`src/rtl/scan_ctrl_pkg.sv`:
```
// Shared types and constants for the scan test sequencer: FSM state encoding, default CUT
// dimensions and the MISR feedback polynomial.
package scan_ctrl_pkg;

  localparam int unsigned DefChainLen = 5;
  localparam int unsigned DefPiW      = 18;
  localparam int unsigned DefPoW      = 19;

  // x^16 + x^12 + x^5 + 1, x^16 implied by the shift-out of bit 15
  localparam logic [15:0] MisrPoly = 16'h1021;

  typedef enum logic [2:0] {
    StIdle,
    StWaitPat,
    StShift,
    StCapture,
    StFlush,
    StDone
  } state_e;

  function automatic logic [15:0] misr_step(logic [15:0] cur, logic [15:0] din);
    return {cur[14:0], 1'b0} ^ (cur[15] ? MisrPoly : 16'h0000) ^ din;
  endfunction

endpackage

```
`src/rtl/scan_seq_ctrl_if.sv`:
```
// Pattern-delivery handshake between a pattern source (master) and the scan sequencer
// (slave); one transfer carries load state, primary inputs and both expected responses.
interface scan_seq_ctrl_if
  import scan_ctrl_pkg::*;
#(
  parameter int unsigned CHAIN_LEN = DefChainLen,
  parameter int unsigned PI_W      = DefPiW,
  parameter int unsigned PO_W      = DefPoW
);

  logic                 pat_valid;
  logic                 pat_ready;
  logic [CHAIN_LEN-1:0] pat_si;
  logic [PI_W-1:0]      pat_pi;
  logic [PO_W-1:0]      pat_exp_po;
  logic [CHAIN_LEN-1:0] pat_exp_so;

  modport master (
    output pat_valid,
    output pat_si,
    output pat_pi,
    output pat_exp_po,
    output pat_exp_so,
    input  pat_ready
  );

  modport slave (
    input  pat_valid,
    input  pat_si,
    input  pat_pi,
    input  pat_exp_po,
    input  pat_exp_so,
    output pat_ready
  );

endinterface

```
`src/rtl/scan_misr.sv`:
```
// 16-bit multiple-input signature register: folds the captured primary outputs or a single
// scan-out bit into the running signature each enabled cycle.
module scan_misr
  import scan_ctrl_pkg::*;
#(
  parameter int unsigned DATA_W = DefPoW
) (
  input  logic              CK,
  input  logic              RST,
  input  logic              clr,
  input  logic              po_en,
  input  logic [DATA_W-1:0] po,
  input  logic              so_en,
  input  logic              so,
  output logic [15:0]       signature
);

  localparam int unsigned Words = (DATA_W + 15) / 16;

  logic [Words*16-1:0] padded;
  logic [15:0]         folded;
  logic [15:0]         din;
  logic [15:0]         misr_q;

  // XOR-fold arbitrary-width primary outputs down to 16 bits
  always_comb begin
    padded              = '0;
    padded[DATA_W-1:0]  = po;
    folded              = '0;
    for (int w = 0; w < int'(Words); w++) begin
      folded = folded ^ padded[w*16 +: 16];
    end
    din = po_en ? folded : {15'h0000, so};
  end

  always_ff @(posedge CK) begin
    if (RST) begin
      misr_q <= '0;
    end else if (clr) begin
      misr_q <= '0;
    end else if (po_en || so_en) begin
      misr_q <= misr_step(misr_q, din);
    end
  end

  assign signature = misr_q;

endmodule

```
`src/rtl/scan_seq_ctrl.sv`:
```
// Scan test sequencer: per pattern it shifts in load state, captures, and compares responses.
// Define SCAN_SEQ_CTRL_MISR_EN to build the response-compaction MISR behind signature.
module scan_seq_ctrl
  import scan_ctrl_pkg::*;
#(
  parameter int unsigned CHAIN_LEN = DefChainLen,
  parameter int unsigned PI_W      = DefPiW,
  parameter int unsigned PO_W      = DefPoW
) (
  input  logic            CK,
  input  logic            RST,
  input  logic            start,
  input  logic [15:0]     num_pat,
  scan_seq_ctrl_if.slave  pat,
  output logic            cut_se,
  output logic            cut_si,
  output logic [PI_W-1:0] cut_pi,
  input  logic            cut_so,
  input  logic [PO_W-1:0] cut_po,
  output logic            busy,
  output logic            done,
  output logic            fail,
  output logic [15:0]     fail_cnt,
  output logic [15:0]     signature
);

  localparam int unsigned CntW = (CHAIN_LEN > 1) ? $clog2(CHAIN_LEN) : 1;
  localparam logic [CntW-1:0] CntLast = CntW'(CHAIN_LEN - 1);

  state_e               state_q, state_d;
  logic [CntW-1:0]      cnt_q, cnt_d;
  logic [15:0]          rem_q;
  logic [CHAIN_LEN-1:0] si_q;
  logic [CHAIN_LEN-1:0] exp_so_q;
  logic [CHAIN_LEN-1:0] prev_so_q;
  logic [PO_W-1:0]      exp_po_q;
  logic [PI_W-1:0]      pi_q;
  logic                 seen_q;
  logic                 cmp_en_q;
  logic [15:0]          fail_cnt_q;

  logic start_ok;
  logic xfer;
  logic so_cmp;
  logic po_cmp;
  logic so_bit_exp;
  logic mismatch;

  assign pat.pat_ready = (state_q == StWaitPat);
  assign start_ok      = (state_q == StIdle) && start;
  assign xfer          = pat.pat_ready && pat.pat_valid;

  always_comb begin
    state_d    = state_q;
    cnt_d      = cnt_q;
    cut_se     = 1'b0;
    cut_si     = 1'b0;
    so_cmp     = 1'b0;
    so_bit_exp = 1'b0;
    po_cmp     = 1'b0;
    unique case (state_q)
      StIdle: begin
        if (start) begin
          state_d = (num_pat == 16'd0) ? StDone : StWaitPat;
        end
      end
      StWaitPat: begin
        if (pat.pat_valid) begin
          state_d = StShift;
          cnt_d   = CntLast;
        end
      end
      StShift: begin
        // Unload of the previous pattern's capture overlaps this pattern's load
        cut_se     = 1'b1;
        cut_si     = si_q[cnt_q];
        so_cmp     = cmp_en_q;
        so_bit_exp = prev_so_q[cnt_q];
        if (cnt_q == '0) begin
          state_d = StCapture;
        end else begin
          cnt_d = cnt_q - CntW'(1);
        end
      end
      StCapture: begin
        po_cmp = 1'b1;
        if (rem_q != 16'd0) begin
          state_d = StWaitPat;
        end else begin
          state_d = StFlush;
          cnt_d   = CntLast;
        end
      end
      StFlush: begin
        cut_se     = 1'b1;
        so_cmp     = 1'b1;
        so_bit_exp = exp_so_q[cnt_q];
        if (cnt_q == '0) begin
          state_d = StDone;
        end else begin
          cnt_d = cnt_q - CntW'(1);
        end
      end
      StDone: begin
        state_d = StIdle;
      end
      default: begin
        state_d = StIdle;
      end
    endcase
  end

  assign mismatch = (so_cmp && (cut_so != so_bit_exp)) || (po_cmp && (cut_po != exp_po_q));

  always_ff @(posedge CK) begin
    if (RST) begin
      state_q    <= StIdle;
      cnt_q      <= '0;
      rem_q      <= '0;
      si_q       <= '0;
      exp_so_q   <= '0;
      prev_so_q  <= '0;
      exp_po_q   <= '0;
      pi_q       <= '0;
      seen_q     <= 1'b0;
      cmp_en_q   <= 1'b0;
      fail_cnt_q <= '0;
    end else begin
      state_q <= state_d;
      cnt_q   <= cnt_d;
      if (start_ok) begin
        rem_q      <= num_pat;
        seen_q     <= 1'b0;
        fail_cnt_q <= '0;
      end
      if (xfer) begin
        rem_q     <= rem_q - 16'd1;
        si_q      <= pat.pat_si;
        pi_q      <= pat.pat_pi;
        exp_po_q  <= pat.pat_exp_po;
        exp_so_q  <= pat.pat_exp_so;
        prev_so_q <= exp_so_q;
        // The first pattern of a session has no predecessor to unload
        cmp_en_q  <= seen_q;
        seen_q    <= 1'b1;
      end
      if (mismatch && (fail_cnt_q != 16'hFFFF)) begin
        fail_cnt_q <= fail_cnt_q + 16'd1;
      end
    end
  end

  assign cut_pi   = pi_q;
  assign busy     = (state_q != StIdle);
  assign done     = (state_q == StDone);
  assign fail_cnt = fail_cnt_q;
  assign fail     = (fail_cnt_q != 16'd0);

`ifdef SCAN_SEQ_CTRL_MISR_EN
  scan_misr #(
    .DATA_W (PO_W)
  ) u_misr (
    .CK        (CK),
    .RST       (RST),
    .clr       (start_ok),
    .po_en     (po_cmp),
    .po        (cut_po),
    .so_en     (so_cmp),
    .so        (cut_so),
    .signature (signature)
  );
`else
  assign signature = 16'h0000;
`endif

endmodule

```
`src/flat_wrapper.sv`:
```
// flat-port wrapper written by rule: the top's interface ports become plain ports
module scan_seq_ctrl_flat import scan_ctrl_pkg::*;
#(
  parameter int unsigned CHAIN_LEN = DefChainLen,
  parameter int unsigned PI_W      = DefPiW,
  parameter int unsigned PO_W      = DefPoW
)
  (CK, RST, start, num_pat, cut_se, cut_si, cut_pi, cut_so, cut_po, busy, done, fail, fail_cnt, signature, pat_pat_valid, pat_pat_si, pat_pat_pi, pat_pat_exp_po, pat_pat_exp_so, pat_pat_ready);
  scan_seq_ctrl_if #(.CHAIN_LEN(CHAIN_LEN), .PI_W(PI_W), .PO_W(PO_W)) pat_i ();
  input  logic CK;
  input  logic RST;
  input  logic start;
  input  logic [15:0] num_pat;
  output logic cut_se;
  output logic cut_si;
  output logic [PI_W-1:0] cut_pi;
  input  logic cut_so;
  input  logic [PO_W-1:0] cut_po;
  output logic busy;
  output logic done;
  output logic fail;
  output logic [15:0] fail_cnt;
  output logic [15:0] signature;
  input wire logic [$bits(pat_i.pat_valid)-1:0] pat_pat_valid;
  input wire logic [$bits(pat_i.pat_si)-1:0] pat_pat_si;
  input wire logic [$bits(pat_i.pat_pi)-1:0] pat_pat_pi;
  input wire logic [$bits(pat_i.pat_exp_po)-1:0] pat_pat_exp_po;
  input wire logic [$bits(pat_i.pat_exp_so)-1:0] pat_pat_exp_so;
  output wire logic [$bits(pat_i.pat_ready)-1:0] pat_pat_ready;
  assign pat_i.pat_valid = pat_pat_valid;
  assign pat_i.pat_si = pat_pat_si;
  assign pat_i.pat_pi = pat_pat_pi;
  assign pat_i.pat_exp_po = pat_pat_exp_po;
  assign pat_i.pat_exp_so = pat_pat_exp_so;
  assign pat_pat_ready = pat_i.pat_ready;
  scan_seq_ctrl #(.CHAIN_LEN(CHAIN_LEN), .PI_W(PI_W), .PO_W(PO_W)) u_core (.CK(CK), .RST(RST), .start(start), .num_pat(num_pat), .pat(pat_i), .cut_se(cut_se), .cut_si(cut_si), .cut_pi(cut_pi), .cut_so(cut_so), .cut_po(cut_po), .busy(busy), .done(done), .fail(fail), .fail_cnt(fail_cnt), .signature(signature));
endmodule
```
`config.mk`:
```
export PLATFORM = sky130hd
export DESIGN_NAME = scan_seq_ctrl_flat
export DESIGN_NICKNAME = d
export VERILOG_FILES = /design/src/rtl/scan_ctrl_pkg.sv /design/src/rtl/scan_seq_ctrl_if.sv /design/src/rtl/scan_misr.sv /design/src/rtl/scan_seq_ctrl.sv /design/src/flat_wrapper.sv
export SDC_FILE = /design/constraint.sdc
export NUM_CORES = 1
export LEC_CHECK = 0
export ABC_AREA = 1
export CORE_UTILIZATION = 48
export DETAILED_ROUTE_END_ITERATION = 8
export MAX_ROUTING_LAYER = met4
export PLACE_DENSITY = 0.81
export SYNTH_ARGS = -nofsm -noshare
export SYNTH_HDL_FRONTEND = slang
export SYNTH_SLANG_ARGS = --single-unit
```
`constraint.sdc`:
```
create_clock -name CK -period 2.1 [get_ports CK]
set_clock_uncertainty 0.1 [all_clocks]
set_input_delay 0.63 -clock CK [delete_from_list [all_inputs] [get_ports CK]]
set_output_delay 0.63 -clock CK [all_outputs]
set_load 0.03 [all_outputs]
```
==> flow_summary.json <==
{
  "drv_slew": 0,
  "path_max_fanout": 2,
  "powerDensity_nw_per_um2": 916.1,
  "arrival_ps": 1450,
  "hp-start": "u_core.seen_q",
  "initial_utilization_pct": 49.11,
  "r2r-end": "u_core.fail_cnt[12]",
  "worstSetupPathType": "flip-flop to output port",
  "seq_area_frac_synth_pct": 38.54,
  "p_leak_nw": 3.005,
  "die-area_um2": 10360,
  "netlist_top_cells_count": "nor2_1, nand2_1, dfxtp_1",
  "crit_path_start_kind": "flip-flop",
  "die_x_um": 101.8,
  "finalWirelength_mm": 13.36,
  "hold_buffers": 0,
  "nFillCells": 806,
  "cts_tree": "built",
  "power_switching_share_pct": 37.79,
  "dr.pass1.iters": 5,
  "diodes": 0,
  "maxCapViolations": 0,
  "io_pins": 143,
  "synth-seq-cells": 92,
  "htreeDepth": 3,
  "pwr-share-comb_pct": 41.6,
  "r2r-start": "u_core.fail_cnt[0]",
  "violations": "negative setup slack",
  "clk_pin_slew_ps": 90,
  "r2r_setup_slack_ps": -20,
  "seqCellArea_um2": 1852,
  "min_period_ps": 2177,
  "cp-end-kind": "output port",
  "clk_latency_ps": 370,
  "placeableCoreArea_um2": 9729,
  "drive_gt1_share_pct": 15.02,
  "cts_buffers": 9,
  "fin_total_pwr_mw": 6.326,
  "worst_slack_ps": -76.50,
  "whs_ps": 363.1,
  "rr_worst_depth": 10,
  "syn-instance-count": 694,
  "p_sw_mw": 2.390,
  "synth-edff-count": 0,
  "syn_to_final_growth_pct": 44.51,
  "clockBufferDepth": 2,
  "antenna_found_initial": 0,
  "drt-initial-drc-count": 192,
  "setup-tns-final_ps": -116.5,
  "post-route-period-util_pct": 103.6,
  "rsz0062_at_grt": "yes",
  "p_int_mw": 3.935,
  "holdPathEnd": "u_core.seen_q",
  "port_buffers": 126,
  "p_clk_share_pct": 21.8,
  "ys.flop_type": "dfxtp_1",
  "yosysMostFrequentCell": "nor2_1",
  "dp_cells": 985,
  "postRouteAntennaNets": 0,
  "drc_errors": 0,
  "final_util_pct": 70.97,
  "cts_root_buffer": "clkbuf_8",
  "routabilityCongestion": 0.8923,
  "setup_viol": 4,
  "async_reset_ff_share_pct": 0,
  "max_freq_mhz": 459.5,
  "cts.sinks": 92,
  "min_path_cells": 2,
  "synth_warnings": 0,
  "hold_viol_final": 0,
  "instances_no_fill": 1005,
  "grt_pass1_vias": 4995,
  "syn_area_per_cell_um2": 6.885,
  "synth_top_cell_area_share_pct": 38.54,
  "dp_hpwl_mm": 9.734,
  "p_seq_share_pct": 36.6,
  "irDropWorstVdd_uv": 413.2,
  "worstPathRequired_ps": 1370,
  "die_h_um": 101.8,
  "via_count": 5172,
  "vias_per_cell": 5.146,
  "synth_top_cell_by_area": "dfxtp_1",
  "track_usage_pct": 27.37,
  "hold_class": "flip-flop to flip-flop",
  "yosys-top-cells-area": "dfxtp_1, nor2_1, nand2_1",
  "wl_per_cell_um": 13.29,
  "grt_max_degree": 60,
  "overflow": 0,
  "synth_cell_types": 39,
  "multiInputGateArea_um2": 2683,
  "syn-cell-area_um2": 4778,
  "grt_pass1_wl_mm": 21.71,
  "outcome": "finished, violations left",
  "placementRows": 36,
  "nNetsFinal": 959
}
[what timing repair did]
action | 4_1_cts | 5_1_grt
pin swaps | 0 | 15
gates resized for setup | 59 | 42
buffers inserted | 0 | 3
gates cloned | 0 | 1
endpoints found under the setup margin | 40 | 24
[per-stage QoR]
step | setup slack, ps | instance area [µm²]
after floorplan | 24.88 | 4837
after global placement | -296.6 | 6516
after detailed placement | -380.8 | 6516
after CTS | -187.9 | 6728
after global routing | -147.9 | 6905
final | -76.50 | 6905
[worst max-delay path: stages, from the launching register on]
cell     delay (ps)
dfxtp_2         330
inv_2            70
ha_4            130
nand4_1         100
nor4_2          150
nand3_1         130
buf_6           160
[cells in the final DEF (no fill, tap or decap), types with 3 or more instances in the layout]
cell type        count
dfxtp_2              5
a21oi_1             42
buf_6                8
nand4_1              8
xor2_1              18
o211ai_1             3
o21ai_1              6
nand3b_1             6
nor3_1              11
clkdlybuf4s50_1     84
dlygate4sd2_1       34
clkbuf_8            12
nand3_2              5
inv_1               43
dfxtp_1             86
buf_4               61
nor2_1             141
inv_2                8
nor4_1               9
nand2_1             95
ha_1                 3
conb_1              16
nand2_2              5
nand3_1             44
xnor2_1             13
o21ai_0             64
[state kept, by name (all words and copies together) (netlist names)]
name	cells
u_core.fail_cnt	16
u_core.rem_q	16
u_core.cmp_en_q	1
u_core.exp_po_q	19
u_core.state_q	3
u_core.si_q	5
u_core.exp_so_q	5
u_core.prev_so_q	5
u_core.cnt_q	3
u_core.seen_q	1
u_core.cut_pi	18
[cell families (layout without fill, tap and decap cells)]
kind of cell             count (synthesis)  in the layout  share of synthesized area, %
AO/OA/AOI/OAI                          127            127                         14.11
flip-flops                              92             92                         38.54
adder cells (fa/ha/maj)                  5              5                         1.309
buffers and inverters                  100            262                         9.505
XOR/XNOR                                31             31                         5.682
other                                    1             16                       0.07848
AND/OR/NAND/NOR                        338            339                         30.77
[per-layer routing]
layer	part of all wire [%]	track usage (%)	vias to the layer above
li1	-	-	2589
met1	42	30.30	2381
met2	51	48.54	181
met3	5.9	6.004	21
met4	1.5	8.807	0
met5	0	-	-
[final cells by class]
class / count / area share, %
clock inverter: 3 / 0.9784
sequential: 92 / 26.82
inverter: 52 / 2.827
clock buffer: 13 / 2.446
timing repair buffer: 194 / 25.67
multi-input combinational: 518 / 38.85
tap: 133 / 2.410
[power by group through the flow]
stage                     clock network (mW)  registers, mW  logic, mW
after detailed placement                   0           2.34       2.57
after CTS                               1.40           2.31       2.54
after floorplan                            0           2.45       1.50
after global placement                     0           2.32       2.49
final                                   1.38           2.32       2.63
after global routing                    1.48           2.36       2.92
[worst max-delay path by stage]
| stage | startpoint | end | slack [ps] | cells past startpoint |
|---|---|---|---|---|
| 3_3_place_gp | cut_po[8] | u_core.fail_cnt[5] | -300 | 13 |
| 6_report | u_core.fail_cnt[0] | fail | -80 | 6 |
| 4_1_cts | u_core.cnt_q[0] | cut_si | -190 | 6 |
| 2_1_floorplan | u_core.state_q[0] | u_core.rem_q[12] | 20 | 8 |
| 5_1_grt | u_core.fail_cnt[0] | fail | -150 | 6 |
| 3_5_place_dp | cut_po[5] | u_core.fail_cnt[1] | -380 | 13 |
Power figures use the tool's default switching activity.
